<file path="src/rtl/rr_arbiter_ctrl.sv">
// Round-robin arbiter: registered one-hot grant, per-owner hold limit with forced
// preemption, and a one-cycle release gap. Define ARB_ASSERT_EN to embed checkers.
//
// state      | meaning
// -----------+---------------------------------------------------------------
// ST_IDLE    | no owner; arbitrate from last_id+1 on every edge
// ST_GRANT   | gnt_id owns the resource; hold_left counts down to preemption
// ST_RELEASE | one cycle with gnt low before arbitration resumes
module rr_arbiter_ctrl #(
   parameter  int N_REQ    = 4,
   parameter  int MAX_HOLD = 8,
   localparam int ID_W     = $clog2(N_REQ)
) (
   input  logic              clk,
   input  logic              rst_n,
   input  logic [N_REQ-1:0]  req,
   output logic [N_REQ-1:0]  gnt,
   output logic              gnt_valid,
   output logic [ID_W-1:0]   gnt_id,
   output logic              timeout,
   output logic [7:0]        busy_cnt
);

   localparam int HOLD_W = $clog2(MAX_HOLD);
   localparam logic [N_REQ-1:0] GNT_ONE  = {{(N_REQ-1){1'b0}}, 1'b1};
   localparam logic [ID_W-1:0]  LAST_RST = ID_W'(N_REQ - 1);

   typedef enum logic [1:0] {
      ST_IDLE    = 2'd0,
      ST_GRANT   = 2'd1,
      ST_RELEASE = 2'd2
   } state_t;

   state_t             state, state_nxt;
   logic [N_REQ-1:0]   gnt_nxt;
   logic               gnt_valid_nxt;
   logic [ID_W-1:0]    gnt_id_nxt;
   logic               timeout_nxt;
   logic [7:0]         busy_cnt_nxt;
   logic [HOLD_W-1:0]  hold_left, hold_left_nxt;
   logic [ID_W-1:0]    last_id, last_id_nxt;

   logic               sel_found;
   logic [ID_W-1:0]    sel_id;
   int                 scan_idx;

   // Rotating priority scan: last_id+1 first, wrapping modulo N_REQ.
   always_comb begin
      sel_found = 1'b0;
      sel_id    = '0;
      scan_idx  = 0;
      for (int k = 1; k <= N_REQ; k++) begin
         scan_idx = (int'(last_id) + k) % N_REQ;
         if (!sel_found && req[scan_idx[ID_W-1:0]]) begin
            sel_found = 1'b1;
            sel_id    = scan_idx[ID_W-1:0];
         end
      end
   end

   always_ff @(posedge clk or negedge rst_n) begin
      if (!rst_n) begin
         state     <= ST_IDLE;
         gnt       <= '0;
         gnt_valid <= 1'b0;
         gnt_id    <= '0;
         timeout   <= 1'b0;
         busy_cnt  <= '0;
         hold_left <= '0;
         last_id   <= LAST_RST;
      end else begin
         state     <= state_nxt;
         gnt       <= gnt_nxt;
         gnt_valid <= gnt_valid_nxt;
         gnt_id    <= gnt_id_nxt;
         timeout   <= timeout_nxt;
         busy_cnt  <= busy_cnt_nxt;
         hold_left <= hold_left_nxt;
         last_id   <= last_id_nxt;
      end
   end

   always_comb begin
      state_nxt     = state;
      gnt_nxt       = gnt;
      gnt_valid_nxt = gnt_valid;
      gnt_id_nxt    = gnt_id;
      timeout_nxt   = 1'b0;
      busy_cnt_nxt  = busy_cnt;
      hold_left_nxt = hold_left;
      last_id_nxt   = last_id;

      case (state)
         ST_IDLE: begin
            gnt_nxt       = '0;
            gnt_valid_nxt = 1'b0;
            gnt_id_nxt    = '0;
            if (sel_found) begin
               gnt_nxt       = GNT_ONE << sel_id;
               gnt_valid_nxt = 1'b1;
               gnt_id_nxt    = sel_id;
               hold_left_nxt = HOLD_W'(MAX_HOLD - 1);
               if (busy_cnt != 8'hFF)
                  busy_cnt_nxt = busy_cnt + 8'd1;
               state_nxt     = ST_GRANT;
            end
         end

         // Release is tested before the hold limit so a same-edge drop never pulses timeout.
         ST_GRANT: begin
            if (!req[gnt_id] || (hold_left == '0)) begin
               gnt_nxt       = '0;
               gnt_valid_nxt = 1'b0;
               gnt_id_nxt    = '0;
               last_id_nxt   = gnt_id;
               timeout_nxt   = req[gnt_id];
               state_nxt     = ST_RELEASE;
            end else begin
               hold_left_nxt = hold_left - HOLD_W'(1);
            end
         end

         ST_RELEASE: begin
            gnt_nxt       = '0;
            gnt_valid_nxt = 1'b0;
            gnt_id_nxt    = '0;
            state_nxt     = ST_IDLE;
         end

         default: begin
            gnt_nxt       = '0;
            gnt_valid_nxt = 1'b0;
            gnt_id_nxt    = '0;
            state_nxt     = ST_IDLE;
         end
      endcase
   end

`ifdef ARB_ASSERT_EN
   a_onehot: assert property (@(posedge clk) disable iff (!rst_n) $onehot0(gnt))
      else $error("[%0t] gnt not one-hot, gnt_id=%0d", $time, gnt_id);

   a_valid: assert property (@(posedge clk) disable iff (!rst_n) gnt_valid == (|gnt))
      else $error("[%0t] gnt_valid disagrees with gnt, gnt_id=%0d", $time, gnt_id);

   a_tmo_idle: assert property (@(posedge clk) disable iff (!rst_n) timeout |-> (gnt == '0))
      else $error("[%0t] timeout while granted, gnt_id=%0d", $time, gnt_id);

   a_valid_gap: assert property (@(posedge clk) disable iff (!rst_n)
                                 $rose(gnt_valid) |-> !$past(gnt_valid))
      else $error("[%0t] gnt_valid rose without a low cycle, gnt_id=%0d", $time, gnt_id);

   for (genvar i = 0; i < N_REQ; i++) begin : g_chk
      logic [HOLD_W:0] hi_run;

      // Saturates just past the limit so an overlong grant stays visible.
      always_ff @(posedge clk or negedge rst_n) begin
         if (!rst_n)
            hi_run <= '0;
         else if (!gnt[i])
            hi_run <= '0;
         else if (hi_run <= (HOLD_W+1)'(MAX_HOLD))
            hi_run <= hi_run + (HOLD_W+1)'(1);
      end

      a_rise_req: assert property (@(posedge clk) disable iff (!rst_n)
                                   $rose(gnt[i]) |-> $past(req[i]))
         $info("[%0t] grant %0d follows its request, gnt_id=%0d", $time, i, gnt_id);
      else
         $error("[%0t] grant %0d without request, gnt_id=%0d", $time, i, gnt_id);

      a_max_hold: assert property (@(posedge clk) disable iff (!rst_n)
                                   hi_run <= (HOLD_W+1)'(MAX_HOLD))
         else $error("[%0t] grant %0d held too long, gnt_id=%0d", $time, i, gnt_id);
   end
`endif

endmodule

</file>
<file path="config.mk">
export PLATFORM = sky130hd
export DESIGN_NAME = rr_arbiter_ctrl
export DESIGN_NICKNAME = d
export VERILOG_FILES = /design/src/rtl/rr_arbiter_ctrl.sv
export SDC_FILE = /design/constraint.sdc
export NUM_CORES = 1
export LEC_CHECK = 0
export ABC_CLOCK_PERIOD_IN_PS = 1500
export BUFFER_PORTS_ARGS = -buffer_cell sky130_fd_sc_hd__buf_2
export CAP_MARGIN = 30
export CORE_MARGIN = 2
export CORE_UTILIZATION = 48
export DETAILED_ROUTE_END_ITERATION = 6
export HOLD_SLACK_MARGIN = 0.08
export PLACE_DENSITY = 0.76
export SETUP_SLACK_MARGIN = 0.5
export SYNTH_ARGS = -nofsm -noshare
export SYNTH_HDL_FRONTEND = slang
export SYNTH_SLANG_ARGS = --single-unit
</file>
<file path="constraint.sdc">
create_clock -name clk -period 1.5 [get_ports clk]
set_input_delay 0.225 -clock clk [delete_from_list [all_inputs] [get_ports clk]]
set_output_delay 0.225 -clock clk [all_outputs]
set_load 0.005 [all_outputs]
</file>
==> metrics.csv <==
metric,value,unit
maximum root-to-sink buffer count,2,
number of fill cells,108,
main flop type after synthesis,dfrtp_1,
Pwr per Cell Area,2120,nW/um^2
CP max-delay cell,mux4_2,
CTS Root Buffer Type,clkbuf_4,
maximum vdd drop,0.00162,V
syn nets,115,
Slew headroom,0.651,
Worst path max stage delay,520,ps
IO Pins,22,
initial antenna violation count,0,
H-tree Lvls,1,
area grow syn2layout,70.5,%
Pre-antenna DRT Iters,4,
Initial Util,0.517,
vias per inst,6.01,
dpl hpwl,2.06,mm
total power,4.21,mW
die width,53.3,um
failing checks,negative setup slack,
number of cell rows,17,
final std cells w/o fill,210,
worst path cell trace,"mux4_2, nor2b_4, nor3_4, mux2_4",
later-pin clock latency in the skew report,330,ps
Setup crit start kind,flip-flop,
largest net degree at the start of global routing,24,
register area,581,um^2
post-route ant nets,0,
Place WS,-140,ps
register area share after synthesis,0.496,
RSZ-0062 raised after global routing,true,
number of synthesized flops with an enable pin,0,
Max Freq,0.609,GHz
pin slew with the least headroom to its limit,524,ps
CTS tree,built,
drt drc,0,
core region area,2250,um^2
# setup viols final,12,
fin crit share,1.10,
skew final,12.6,ps
synth warn,0,
Hold Path Class,input port to async pin,
data arrival time of the worst path,1910,ps
cell taking the most area after synthesis,dfrtp_1,
initial DRC count,26,
CTS Sinks,23,
ranking of synthesized cells by area,"dfrtp_1 (45%), dfstp_2 (4.5%), a31oi_1 (3.2%), ha_1 (3.2%), mux2_2 (2.9%)",
routability cong.,0.796,
"Slew Viols, Final",0,
die area,2840,um^2
max_cap viols,0,
die height,53.3,um
Post-Syn Area,1170,um^2
drt wl/cell,20.9,um
CP Class,flip-flop to flip-flop,
nets,192,
register-to-register path setup slack,-140,ps
crit path max fanout,3,
post-synth top area share,0.451,
"FFs w/ async S/R, synth",1.00,
top-count cell post-synth,dfrtp_1,
Post-synth top cells,"dfrtp_1 (21), nand2_1 (7), a31oi_1 (6), inv_1 (6), o21ai_0 (5)",
hold_ws,377,ps
minimum clock period,1640,ps
first-pass GRT wire length,5.85,mm
endpoint class of the critical path,flip-flop,
ant diodes,0,
Final WS setup,-143,ps
area occupied by multi-input gates,712,um^2
routed wire length,4.40,mm
total congestion overflow,0,
status,"complete, but fails checks",
Fin. Hold Viols,0,
Synth Register Bits,23,
via count,1263,
Yosys cell types,42,
Synth Instances,106,
gr usage total,0.299,
vias in the first global route,1217,
"Avg Cell Area, Syn",11.0,um^2
CP required,1770,ps
layout cells sized above 1,0.643,
clock-pin slew on the worst setup and hold paths,150,ps
placed cells,172,
total CTS buffers,3,
Pleak,0.956,nW
Port Buffers,21,
worst max-delay path, delay by kind of cell (launching register included):
family           cells  cell delay, ps
DFF                  1             390
muxes                2             850
and+or+nand+nor      2             350
where the power goes:
part	switching (mW)	leakage, nW	total (mW)	internal (mW)
registers	0.261	0.278	1.14	0.881
clock network	0.214	0.0177	0.314	0.100
logic	1.16	0.660	2.76	1.60
through the flow:
stage	setup TNS, ps	instance area (um^2)	utilization
after floorplan	-409	1240	-
after global placement	-282	1500	0.667
after detailed placement	-719	1500	0.667
after CTS	-518	1780	0.790
after global routing	-1930	1990	0.882
final	-1040	1990	0.882
metal layers:
| metal | track usage | up-vias | share of wire |
|---|---|---|---|
| li1 | - | 544 | - |
| met1 | 0.337 | 619 | 0.37 |
| met2 | 0.535 | 82 | 0.53 |
| met3 | 0.0508 | 18 | 0.067 |
| met4 | 0.145 | 0 | 0.036 |
| met5 | 0 | - | 0 |
sequential cells by signal, indices dropped and copies added (netlist names):
name / count
gnt: 4
busy_cnt: 8
timeout: 1
gnt_id: 2
state: 2
gnt_valid: 1
hold_left: 3
last_id: 2
cells in the final DEF (no fill, tap or decap), drive strengths merged, types with 3 or more instances in the layout:
master / instances
a21oi: 4
clkbuf: 3
nand4: 3
mux2: 3
buf: 75
inv: 6
nand2: 7
ha: 3
nor3: 4
a31oi: 6
and2: 3
o21ai: 5
xnor2: 3
nor2: 4
dfrtp: 21
nand3: 3
logic make-up (layout without fill, tap and decap cells):
kind of cell | after synthesis | in the layout | synth area share
mux | 4 | 4 | 0.0483
compound gates | 28 | 28 | 0.163
xor+xnor | 4 | 4 | 0.0300
flops | 23 | 23 | 0.496
buf+inv | 10 | 86 | 0.0354
fa+ha+maj | 3 | 3 | 0.0322
simple gates | 34 | 34 | 0.195
what timing repair did:
action                                  CTS  global route
gates resized for setup                  20            24
hold buffers                              1             0
hold endpoints to repair                 21             0
setup buffers                            21            12
endpoints found under the setup margin   39            39
pin swaps                                 9            13
area by class of cell:
cell class	count	share of cell area
Clock inverter	1	0.00252
Timing Repair Buffer	76	0.307
Inverter	6	0.0113
Clock buffer	3	0.0113
Sequential cell	23	0.292
Tap cell	28	0.0176
Multi-Input combinational cell	73	0.358
path summary, 6_finish.rpt:
path                           start     endpoint  depth (start not counted)
hold / removal                 rst_n  busy_cnt[4]                          2
setup / recovery           gnt_id[0]   last_id[0]                          4
hold reg to reg               gnt[3]       gnt[3]                          2
setup reg to reg           gnt_id[0]   last_id[0]                          4
max in group asynchronous      rst_n     state[1]                          2
min in group clk              req[2]     state[1]                          4
No activity file was read; power rests on OpenSTA's default activity.
